**src/rtl/bram_fifo_pkg.sv**
```systemverilog
// Shared sizing for the 2048x2 block-RAM FIFO controller.
package bram_fifo_pkg;

    localparam int DEPTH = 2048;   // words held by the external RAM
    localparam int AW    = 11;     // RAM address width
    localparam int DW    = 2;      // data width
    localparam int CW    = 12;     // occupancy width, holds 0..DEPTH

    // Convert an integer level into an occupancy-width constant.
    function automatic logic [CW-1:0] to_count(input int n);
        return CW'(n);
    endfunction

endpackage

```
**src/rtl/bram_fifo_ptr.sv**
```systemverilog
// Wrapping AW-bit address pointer with enable and synchronous reset.
module bram_fifo_ptr
    import bram_fifo_pkg::*;
(
    input  logic          clk,
    input  logic          rst,
    input  logic          en,
    output logic [AW-1:0] ptr
);

    logic [AW-1:0] ptr_reg;

    // Advance on enable; the natural AW-bit overflow wraps DEPTH-1 back to 0.
    always_ff @(posedge clk) begin
        if (rst) begin
            ptr_reg <= '0;
        end else if (en) begin
            ptr_reg <= ptr_reg + AW'(1);
        end
    end

    assign ptr = ptr_reg;

endmodule

```
**src/rtl/bram_fifo_ctrl_s2.sv**
```systemverilog
// FIFO controller driving an external 2048x2 true dual-port block RAM:
// port A writes, port B reads with one cycle of latency.
module bram_fifo_ctrl_s2
    import bram_fifo_pkg::*;
#(
    parameter int ALMOST_FULL_OFFSET  = 16,
    parameter int ALMOST_EMPTY_OFFSET = 16
) (
    input  logic          clk,
    input  logic          rst,
    input  logic          wr_en,
    input  logic [DW-1:0] din,
    input  logic          rd_en,
    output logic [DW-1:0] dout,
    output logic          valid,
    output logic          full,
    output logic          empty,
    output logic          almost_full,
    output logic          almost_empty,
    output logic          wr_err,
    output logic          rd_err,
    output logic [CW-1:0] count,
    // RAM port A (write)
    output logic          clka,
    output logic [AW-1:0] addra,
    output logic [DW-1:0] dia,
    output logic          ena,
    output logic          wea,
    output logic          rsta,
    // RAM port B (read)
    output logic          clkb,
    output logic [AW-1:0] addrb,
    output logic          enb,
    output logic          web,
    output logic          rstb,
    input  logic [DW-1:0] dob
);

    localparam logic [CW-1:0] DEPTH_C  = to_count(DEPTH);
    localparam logic [CW-1:0] AF_LEVEL = to_count(DEPTH - ALMOST_FULL_OFFSET);
    localparam logic [CW-1:0] AE_LEVEL = to_count(ALMOST_EMPTY_OFFSET);

    logic [CW-1:0] count_reg, count_next;
    logic          full_reg, empty_reg, almost_full_reg, almost_empty_reg;
    logic          valid_reg, wr_err_reg, rd_err_reg;
    logic          wr_acc, rd_acc;
    logic [AW-1:0] wptr, rptr;

    // Accepts are gated by the registered flags, so a read and a write can
    // never address the same word in one cycle; reset masks all requests.
    always_comb begin
        wr_acc     = wr_en & ~full_reg & ~rst;
        rd_acc     = rd_en & ~empty_reg & ~rst;
        count_next = count_reg;
        case ({wr_acc, rd_acc})
            2'b10:   count_next = count_reg + CW'(1);
            2'b01:   count_next = count_reg - CW'(1);
            default: count_next = count_reg;
        endcase
    end

    bram_fifo_ptr u_wptr (
        .clk (clk),
        .rst (rst),
        .en  (wr_acc),
        .ptr (wptr)
    );

    bram_fifo_ptr u_rptr (
        .clk (clk),
        .rst (rst),
        .en  (rd_acc),
        .ptr (rptr)
    );

    // Occupancy, status flags, read qualifier and error pulses, all
    // derived from the next occupancy so they move together with count.
    always_ff @(posedge clk) begin
        if (rst) begin
            count_reg        <= '0;
            full_reg         <= 1'b0;
            empty_reg        <= 1'b1;
            almost_full_reg  <= 1'b0;
            almost_empty_reg <= 1'b1;
            valid_reg        <= 1'b0;
            wr_err_reg       <= 1'b0;
            rd_err_reg       <= 1'b0;
        end else begin
            count_reg        <= count_next;
            full_reg         <= (count_next == DEPTH_C);
            empty_reg        <= (count_next == '0);
            almost_full_reg  <= (count_next >= AF_LEVEL);
            almost_empty_reg <= (count_next <= AE_LEVEL);
            valid_reg        <= rd_acc;
            wr_err_reg       <= wr_en & full_reg;
            rd_err_reg       <= rd_en & empty_reg;
        end
    end

    assign count        = count_reg;
    assign full         = full_reg;
    assign empty        = empty_reg;
    assign almost_full  = almost_full_reg;
    assign almost_empty = almost_empty_reg;
    assign valid        = valid_reg;
    assign wr_err       = wr_err_reg;
    assign rd_err       = rd_err_reg;
    assign dout         = dob;

    assign clka  = clk;
    assign addra = wptr;
    assign dia   = din;
    assign ena   = wr_acc;
    assign wea   = wr_acc;
    assign rsta  = rst;

    assign clkb  = clk;
    assign addrb = rptr;
    assign enb   = rd_acc;
    assign web   = 1'b0;
    assign rstb  = rst;

endmodule

```
**config.mk**
```make
export PLATFORM = sky130hd
export DESIGN_NAME = bram_fifo_ctrl_s2
export DESIGN_NICKNAME = d
export VERILOG_FILES = /design/src/rtl/bram_fifo_pkg.sv /design/src/rtl/bram_fifo_ptr.sv /design/src/rtl/bram_fifo_ctrl_s2.sv
export SDC_FILE = /design/constraint.sdc
export NUM_CORES = 1
export LEC_CHECK = 0
export BUFFER_PORTS_ARGS = -buffer_cell sky130_fd_sc_hd__buf_2
export CORE_AREA = 2 2 85 87
export CTS_BUF_LIST = sky130_fd_sc_hd__clkbuf_8
export DETAILED_ROUTE_END_ITERATION = 12
export DIE_AREA = 0 0 87 89
export GPL_TIMING_DRIVEN = 0
export PLACE_DENSITY_LB_ADDON = 0.1
export SLEW_MARGIN = 10
export SYNTH_ARGS = -nofsm -noshare
export SYNTH_HDL_FRONTEND = slang
export SYNTH_SLANG_ARGS = --single-unit
```
**constraint.sdc**
```tcl
create_clock -name clk -period 4.8 [get_ports clk]
set_input_delay 0.48 -clock clk [delete_from_list [all_inputs] [get_ports clk]]
set_output_delay 0.48 -clock clk [all_outputs]
set_load 0.05 [all_outputs]
```
Word-level counts from Yosys, hierarchy flattened
Index checks and enable logic that the tools add are counted.
{ "totals": {"register_bits": 41, "latch_bits": 0, "ramBits": 0, "rom_bits": 0, "output_inout_bits": 53, "memories": 0} }
{ "op_classes": {"add_sub_neg": 4, "n_mul": 0, "n_div": 0, "n_lt_le_gt_ge": 2, "eq_ne": 3, "shift": 0, "n_mux": 1, "n_bitwise": 9, "n_reduce_logical": 1} }
{ "op_table": {"columns": ["operator", "n"], "rows": [
  ["case mux 12 bit (2 select lines)", 1],
  ["adder 11 x 1 -> 11 bit, second input constant", 2],
  ["adder 12 x 1 -> 12 bit, second input constant", 1],
  ["equality test 12 bit, second input constant", 1],
  ["greater-or-equal comparator 12 x 11 -> 1 bit, second input constant", 1],
  ["less-or-equal comparator 12 x 5 -> 1 bit, second input constant", 1],
  ["zero test 12 bit", 1],
  ["subtractor 12 x 1 -> 12 bit, second input constant", 1],
  ["AND 1 bit", 6],
  ["inverter 1 bit", 3],
  ["equality test 2 x 1 -> 1 bit, second input constant", 1],
  ["equality test 2 bit, second input constant", 1]
]} }

Logic depth before layout (Yosys ltp)
Gate-level depths: netlist of run 1.
{ "logic_depth": {"ltp_word": 6, "ltp_mapped": 13} }

Hierarchy
A second synthesis of run 1 with hierarchy kept.
{ "unflattened": {"hier_cells": 289, "area_unflattened_um2": 2494.9} }
{ "by_module_without_submodules": {"columns": ["module", "n_inst", "cells_each", "area_each_um2", "seq_area_each_um2"], "rows": [
  ["bram_fifo_ctrl_s2", 1, 179, 1468.9, 380.4],
  ["bram_fifo_ptr", 2, 55, 513.0, 220.2]
]} }

==> key figures, run 1 <==
Run status
  • Outcome: finished clean

Worst setup path
  • Worst Path Arrival: 4.23 ns
  • Worst r2r path cells: 11
  • CP delay by family, top: simple AND/OR/NAND/NOR gates
  • Worst-path fanout max: 12
  • CP required: approximately 5.1 ns
  • CP bufs+invs: 1
  • Max incr delay on CP: around 0.60 ns
  • FF-to-FF Start: empty
  • Crit path cell chain: nor3b_2, ha_1, inv_1, fa_1, and2b_1, o2111ai_1, a21oi_1, a211oi_1, or4b_1, a211oi_2, a41o_1
  • Setup Crit Path Kind: flip-flop to flip-flop
  • Crit end category: flip-flop
  • R2R Path End: almost_empty
  • Flop2flop setup slack: 0.89 ns
  • CP Launch Type: flip-flop
  • Crit path max-delay cell type: ha_1

Finish
  • Max reg flops: 12
  • Ant diodes: 0
  • Layout area overhead: 22.16%
  • # nets final: 357
  • Fraction of layout cells with a size suffix above 1: 0.2418
  • Fillers: 715

Power
  • Logic pwr share: 0.225
  • Psw: approximately 0.38 mW
  • Pint: ~0.64 mW
  • Clock network fraction of design power: 0.409
  • Sw Ratio: 0.3706
  • Worst IR Drop VDD: ~0.44 mV
  • Sequential Power Share: 0.366
  • P per Cell Area: 360.2 nW/um^2
  • Static Leakage: 1.311 nW
  • Overall Power: slightly above 1 mW

Global routing
  • GRT Residual Overflow: 0
  • First-pass GRT wire length: 9.218 mm
  • Gr usage total: 0.1534
  • Vias in the first global route: 1950
  • Antenna violations before repair: 0
  • Largest net degree at the start of global routing: 13

Floorplan
  • Die ar.: 7743 sq um
  • Initial Util: 0.3438
  • Die height: 89 microns
  • Std-Cell Rows: 30
  • IO Count: 61
  • Die width: 87 microns
  • CORE AREA: 6719 sq um

Min path
  • Hold crit path type: primary input to flip-flop
  • Worst hold start: wr_en
  • Worst Hold Depth: 2
  • Hold path endpoint: wr_err

Timing
  • Tmin final: 3.907 ns
  • Endpoints failing hold: 0
  • Setup WS post-layout: 0.8930 ns
  • Unrepaired setup endpoints after global routing: no
  • Endpoints failing setup: 0
  • TNS Setup: 0 ns
  • Worst slew pin tran: just under 0.6 ns
  • Max-slew headroom: 0.6140
  • Period utilisation layout: 0.8140
  • Max Slew Vio Count: 0
  • Clk_skew: between 0.004 and 0.005 ns
  • Fmax: about 260 MHz

Clock tree
  • Cts hold-fix bufs: 0
  • Skew-Pair Late Insertion Delay: roughly 0.39 ns
  • Postcts setup bufs: 0
  • Post-CTS sizing: 0
  • Worst-path clk slew: 0.08 ns
  • CTS tree: built

Logic synthesis
  • Post-synthesis net count: ~300
  • Post-Syn Area per Cell: 8.555 sq um
  • Post-synth EDFFs: 0
  • Cells after synthesis: between 200 and 300
  • Predominant post-synthesis flop cell: dfxtp_1
  • Synth cell types: 53
  • Cell area after synthesis: between 2000 and 2500 sq um
  • Sequential area share after synthesis: 0.3554
  • Synth Warn #: 0
  • Async SR Flop Fraction: 0
  • Number of synthesized register bits: 41

Route
  • WL/cell: 13.48 microns
  • Drt initial violations: 83
  • Routed wire length: 5.594 mm
  • Met3 wire len: 217 microns
  • DR vias: 2069
  • Uppermost layer routed: met4
  • DRC violations left: 0
  • M1 WL: around 2.9 mm
  • Pre-antenna DRT Iters: 4
  • Drt via density: 4.986
  • Post-DRT Antenna Nets: 0
  • Met2 wire length: 2.464 mm

Place
  • GPL Wtd Cong: 0.8166
  • # port buffers: 54
  • Dpl ws: around 0.52 ns
  • Post-DP HPWL: 4.277 mm

Flow run
  • Max-cap violations: 0
how the worst max path moves through the flow:
stage / cells past startpoint / to / startpoint
floorplan: 12 / full / rst
global placement: 12 / almost_empty / rst
detailed placement: 12 / almost_empty / rst
CTS: 11 / almost_empty / empty
global route: 11 / almost_empty / empty
finish: 11 / almost_empty / empty
cells in the mapped netlist, types with 2 or more instances:
cell type,instances,area (sq um)
and2_1,2,12.51
and3b_1,3,26.28
a211oi_1,3,22.52
xnor2_1,7,61.31
nand2_1,26,97.59
a21o_1,7,52.55
nand2b_1,2,12.51
buf_4,10,75.07
dfxtp_1,41,820.8
buf_1,2,7.510
or3_1,5,31.28
and3_1,6,37.54
o21ai_0,12,60.06
clkbuf_1,6,22.52
nor2_1,31,116.4
nand3_1,6,30.03
inv_1,6,22.52
and4_1,2,17.52
nor3_1,4,20.02
nor3b_2,2,25.02
xor2_1,15,131.4
nor2b_1,5,31.28
o31a_1,2,17.52
mux2i_1,2,20.02
a221oi_1,2,17.52
ha_1,13,162.7
and2b_1,2,15.01
a21oi_1,16,80.08
nand4_1,6,37.54
kinds of logic after synthesis:
group           share of synthesized area
buf+inv                           0.05742
xor+xnor                          0.08343
flops                              0.3554
compound gates                     0.1712
other cells                      0.001624
mux                              0.008668
fa+ha+maj                         0.07909
simple gates                       0.2432
power groups by stage:
| stage | Combinational [mW] | Sequential (mW) | Clock, mW |
|---|---|---|---|
| after floorplan | 0.124 | 0.434 | 0.0898 |
| after global placement | 0.230 | 0.380 | 0.102 |
| after detailed placement | 0.230 | 0.380 | 0.102 |
| after CTS | 0.231 | 0.372 | 0.431 |
| after global routing | 0.250 | 0.374 | 0.445 |
| final | 0.229 | 0.372 | 0.415 |
per-layer routing:
metal / global-route usage / vias up
met5: 0 / -
met3: 0.03786 / 6
met4: 0.06818 / 0
met2: 0.2332 / 43
met1: 0.2062 / 949
li1: - / 1071
through the flow:
step,hold slack [ns],utilization,std cells,area (sq um)
4_1_cts,0.3323,0.4199,415,2821
3_3_place_gp,0.4861,0.3989,404,2680
2_1_floorplan,0.6358,-,270,2310
6_report,0.3425,0.4199,415,2821
5_1_grt,0.3441,0.4199,415,2821
3_5_place_dp,0.4894,0.3989,404,2680
cell type report:
cell class	count	area [sq um]	area share
multi-input combinational	204	1356	0.4807
sequential	41	820.8	0.2909
timing repair buffer	52	260.3	0.09224
clock buffer	12	147.6	0.05233
buffer	19	110.1	0.03902
tap	80	100.1	0.03548
inverter	6	22.52	0.007982
clock inverter	1	3.754	0.001330
cells in the final DEF, fill, tap and decap left out, types with 2 or more instances in the layout:
master,count
clkbuf_8,10
xor2_1,15
inv_1,7
nand2b_1,2
xnor2_1,7
and4_1,2
dfxtp_1,41
o21ai_0,12
buf_4,10
buf_1,2
a211oi_1,3
nor2_1,31
nor3_1,4
and2b_1,2
nand3_1,6
nor2b_1,5
clkbuf_1,6
and3_1,6
a21o_1,7
a221oi_1,2
buf_2,55
mux2i_1,2
ha_1,13
and2_1,2
and3b_1,3
nand4_1,6
o31a_1,2
nand2_1,26
a21oi_1,16
or3_1,5
nor3b_2,2
Note: power is estimated with default switching activity, not from simulation.
==> inputs of run 2 (changes only) <==
- ABC_AREA: unset -> 1
- CORE_AREA: 2 2 85 87 -> 2 2 87 89
- DIE_AREA: 0 0 87 89 -> 0 0 89 91
- clock period: 4.8 -> 3.85 ns (I/O delays scaled with it)
==> key figures, run 2 <==
Run status
  • Outcome: finished clean

Clock tree
  • Post-CTS sizing: 0
  • Postcts setup bufs: 0
  • Skew-Pair Late Insertion Delay: ~0.40 ns
  • Worst-path clk slew: 0.07 ns
  • CTS tree: built
  • Cts hold-fix bufs: 0

Timing
  • TNS Setup: 0 ns
  • Worst slew pin tran: 0.5540 ns
  • Max Slew Vio Count: 0
  • Setup WS post-layout: 0.7481 ns
  • Tmin final: 3.102 ns
  • Max-slew headroom: 0.6306
  • Unrepaired setup endpoints after global routing: no
  • Fmax: 322.4 MHz
  • Endpoints failing setup: 0
  • Endpoints failing hold: 0
  • Min Hold Slack: 0.2124 ns
  • Clk_skew: 0.002783 ns
  • Period utilisation layout: 0.8057

Route
  • WL/cell: roughly 11 microns
  • Post-DRT Antenna Nets: 0
  • Routed wire length: 5.938 mm
  • Pre-antenna DRT Iters: 4
  • Drt via density: 4.511
  • DR vias: 2391
  • DRC violations left: 0
  • Drt initial violations: 70

Logic synthesis
  • Predominant post-synthesis flop cell: dfxtp_1
  • Top post-synthesis cells by area: dfxtp_1, nand2_1, inv_1
  • Sequential area share after synthesis: 0.3332
  • Cell taking the most area after synthesis: dfxtp_1
  • Synth top cells by count: nand2_1, inv_1, dfxtp_1
  • Most common cell in the netlist: nand2_1
  • Post-Syn Area per Cell: approximately 6.7 sq um
  • Post-synthesis net count: approximately 390
  • Post-synth EDFFs: 0
  • Top cell type's share of synthesized area: 0.3332
  • Cell area after synthesis: 2464 sq um
  • Cells after synthesis: between 300 and 400
  • Number of synthesized register bits: between 40 and 50
  • Async SR Flop Fraction: 0
  • Synth cell types: 30
  • Synth Warn #: 0

Global routing
  • Vias in the first global route: 2249
  • Largest net degree at the start of global routing: 13
  • GRT Residual Overflow: 0
  • First-pass GRT wire length: 9.929 mm
  • Antenna violations before repair: 0
  • Gr usage total: 0.1588

Power
  • Clock network fraction of design power: 0.412
  • Overall Power: 1.250 mW
  • Worst IR Drop VDD: 0.2500 mV
  • P per Cell Area: 416.6 nW/um^2
  • Pint: 0.7884 mW
  • Psw: 0.4611 mW
  • Sequential Power Share: 0.368
  • Logic pwr share: 0.220
  • Static Leakage: ~1.6 nW
  • Sw Ratio: 0.3691

Worst setup path
  • Crit path max-delay cell type: ha_1
  • Crit end category: flip-flop
  • Worst-path fanout max: 12
  • CP bufs+invs: 2
  • Worst Path Arrival: 3.44 ns
  • Crit path cell chain: nor3_4, ha_1, inv_1, fa_1, inv_1, nand2_1, nand2_1, nand3_1, nand3_1, nand3_1, nand2_1, nand3_1, nor2_1, nand2_1, nor2_1
  • Max incr delay on CP: 0.59 ns
  • CP Launch Type: flip-flop
  • CP delay by family, top: simple AND/OR/NAND/NOR gates
  • CP required: approximately 4.2 ns
  • Setup Crit Path Kind: flip-flop to flip-flop

Finish
  • Commonest cells after routing, fill and taps aside: nand2_1, inv_1, buf_2
  • Finished Cell Area: 2999 sq um
  • # nets final: 453
  • Layout area overhead: 21.74%
  • Most common cell after layout, fill and taps aside: nand2_1
  • Fraction of layout cells with a size suffix above 1: 0.2181
  • Max reg flops: 12
  • Ant diodes: 0

Flow run
  • Max-cap violations: 0

Floorplan
  • Die ar.: 8099 sq um
  • Initial Util: 0.3452
  • CORE AREA: 7137 sq um
  • IO Count: 61
  • Die width: a little under 90 microns
  • Die height: slightly above 90 microns
  • Std-Cell Rows: 31

Place
  • # port buffers: 54
  • Post-DP HPWL: 4.631 mm
  • GPL Wtd Cong: 0.8386
  • Dpl ws: 0.6018 ns
  • Placed Area: 2858 sq um

Min path
  • Hold crit path type: primary input to flip-flop
-- run 2: changes by cell type in the layout (fill, tap and decap cells not counted), moves of 7 or more --
cell     change
xnor2_1      -7
a21o_1       -7
nand3_1     +29
nand2_1     +64
inv_1       +51
nor2_1       +8
xor2_1      -10
-- run 2: stage by stage --
step / util / cells
after floorplan: - / 366
after global placement: 0.4004 / 519
after CTS: 0.4202 / 530
after global routing: 0.4202 / 530
after detailed placement: 0.4004 / 519
final: 0.4202 / 530
-- run 2: final cells by class --
cell class	instances	area, sq um
fillers	800	4138
multi-input cells	250	1316
flip-flops and latches	41	820.8
repair buffers	52	260.3
inverters	60	225.2
clock buffers	12	147.6
well taps	99	123.9
plain buffers	15	101.3
clock inverters	1	3.754
-- run 2: cells by family after synthesis --
group	share of synthesized area
other	0.001522
and+or+nand+nor	0.3525
AOI/OAI and AO/OA	0.08837
DFF	0.3332
buffers and inverters	0.1326
xor gates and xnor gates	0.01777
adders and majority gates	0.07415
-- run 2: power by group through the flow --
| stage | clock network, mW | registers, mW | logic (mW) |
|---|---|---|---|
| 6_report | 0.515 | 0.460 | 0.275 |
| 5_1_grt | 0.562 | 0.463 | 0.305 |
| 4_1_cts | 0.538 | 0.460 | 0.278 |
| 3_5_place_dp | 0.127 | 0.470 | 0.277 |
| 3_3_place_gp | 0.127 | 0.470 | 0.275 |
| 2_1_floorplan | 0.112 | 0.532 | 0.153 |
-- run 2: worst paths after layout --
kind              start  cells past startpoint  slack, ns         to
setup / recovery  empty                     15       0.75       full
hold / removal      rst                      2       0.21  count[11]
setup reg to reg  empty                     15       0.75       full
hold reg to reg    full                      2       0.45     wr_err
-- run 2: routing by layer --
metal	wire length (microns)	global-route usage
met1	2706	0.1865
met2	2860	0.2606
met3	237	0.03636
met4	133	0.08955
met5	0	0
==> inputs of run 3 (changes only) <==
- clock period: 3.85 -> 3.1 ns (I/O delays scaled with it)
==> key figures, run 3 (synthesis results as in run 2) <==
Timing
  • Min Hold Slack: around 0.15 ns
  • Endpoints failing hold: 0
  • Period utilisation layout: 0.9080
  • Endpoints failing setup: 0
  • Fmax: roughly 360 MHz
  • Max-slew headroom: 0.6530
  • Tmin final: 2.815 ns
  • Max Slew Vio Count: 0
  • Clk_skew: 0.007308 ns
  • Worst slew pin tran: about 0.52 ns
  • Unrepaired setup endpoints after global routing: no

Flow run
  • Max-cap violations: 0

Route
  • Drt via density: roughly 4.5
  • Pre-antenna DRT Iters: 4
  • WL/cell: 11.09 microns
  • Routed wire length: 5.891 mm
  • DR vias: 2392
  • Uppermost layer routed: met4
  • M1 WL: 2.816 mm
  • Drt initial violations: 71
  • Post-DRT Antenna Nets: 0
  • Met2 wire length: ~2.7 mm
  • Met3 wire len: 246 microns
  • DRC violations left: 0

Power
  • Static Leakage: 1.567 nW
  • Worst IR Drop VDD: 0.6334 mV
  • Overall Power: 1.654 mW
  • P per Cell Area: 543.7 nW/um^2

Global routing
  • GRT Residual Overflow: 0
  • Vias in the first global route: 2156
  • Antenna violations before repair: 0
  • Gr usage total: 0.1530
  • Largest net degree at the start of global routing: 13
  • First-pass GRT wire length: 9.660 mm

Place
  • Placed Area: about 2900 sq um
  • # port buffers: 54
  • Post-DP HPWL: 4.579 mm
  • GPL Wtd Cong: 0.7760

Worst setup path
  • Crit path max-delay cell type: nor3_4
  • Crit end category: flip-flop
  • Worst-path fanout max: 12
  • R2R Path End: full
  • Setup crit end: full
  • Setup Crit Path Kind: flip-flop to flip-flop
  • Worst r2r path cells: 15
  • Worst Path Arrival: 3.14 ns
  • Crit path from: empty
  • CP required: ~3.4 ns
  • Max incr delay on CP: 0.42 ns
  • FF-to-FF Start: empty
  • Crit path cell chain: nor3_4, ha_4, inv_1, fa_1, inv_1, nand2_1, nand2_1, nand3_1, nand3_1, nand3_1, nand2_1, nand3_1, nor2_1, nand2_1, nor2_1
  • Flop2flop setup slack: approximately 0.29 ns
  • CP Launch Type: flip-flop

Floorplan
  • CORE AREA: 7137 sq um
  • Initial Util: 0.3452
  • Die width: 89 microns
  • Die height: 91 microns
  • IO Count: 61
  • Std-Cell Rows: 31
  • Die ar.: approximately 8000 sq um

Finish
  • # nets final: 453
  • Commonest cells after routing, fill and taps aside: nand2_1, inv_1, buf_2
  • Fillers: 789
  • Max reg flops: 12
  • Layout area overhead: 23.46%
  • Most common cell after layout, fill and taps aside: nand2_1
  • Ant diodes: 0
  • Finished Cell Area: 3042 sq um
  • Fraction of layout cells with a size suffix above 1: 0.2222
  • Final core occ: 0.4262

Clock tree
  • Skew-Pair Late Insertion Delay: between 0.3 and 0.4 ns
  • Cts hold-fix bufs: 0
  • Worst-path clk slew: 0.08 ns
  • Postcts setup bufs: 0
  • CTS tree: built

Run status
  • Outcome: finished clean

Min path
  • Worst hold start: rd_en
  • Hold crit path type: primary input to flip-flop
run 3: worst max-delay path, delay by kind of cell (launching register included):
family / cells / cell delay [ns]
buffers and inverters: 2 / 0.21
AND/OR/NAND/NOR: 11 / 1.41
flip-flops: 1 / 0.37
adder cells (fa/ha/maj): 2 / 0.73
run 3: stage by stage:
step	setup slack [ns]	instances	TNS [ns]
finish	0.2851	531	0
global route	0.04666	531	0
CTS	0.1317	531	0
detailed placement	-0.04209	519	-0.1534
global placement	-0.05555	519	-0.1640
floorplan	0.01068	366	0
run 3: layout make-up:
cell class	instances	area, sq um	area share
well taps	99	123.9	0.04072
plain buffers	15	101.3	0.03332
multi-input cells	250	1329	0.4369
clock inverters	2	33.78	0.01111
repair buffers	52	260.3	0.08556
flip-flops and latches	41	820.8	0.2698
clock buffers	12	147.6	0.04854
inverters	60	225.2	0.07404
run 3: routing by layer:
metal | vias to the layer above | global-route usage
li1 | 1279 | -
met1 | 1046 | 0.1981
met2 | 61 | 0.2363
met3 | 6 | 0.03727
met4 | 0 | 0.07214
met5 | - | 0
run 3: timing repair:
item,CTS,global route
pin swaps,0,0
endpoints found under the hold margin,0,0
endpoints found under the setup margin,4,4
gates resized for setup,1,1
cloned,0,0
run 3: worst min-delay path by stage:
stage | to | slack (ns) | cells past startpoint
detailed placement | u_rptr.ptr[10] | 0.46 | 2
global route | count[11] | 0.14 | 2
finish | rd_err | 0.15 | 3
CTS | rd_err | 0.14 | 3
floorplan | rd_err | 0.43 | 2
global placement | u_rptr.ptr[10] | 0.46 | 2
run 3: where the power goes:
| group | internal (mW) | switching [mW] |
|---|---|---|
| Combinational | 0.0998 | 0.246 |
| Clock | 0.418 | 0.319 |
| Sequential | 0.550 | 0.0211 |
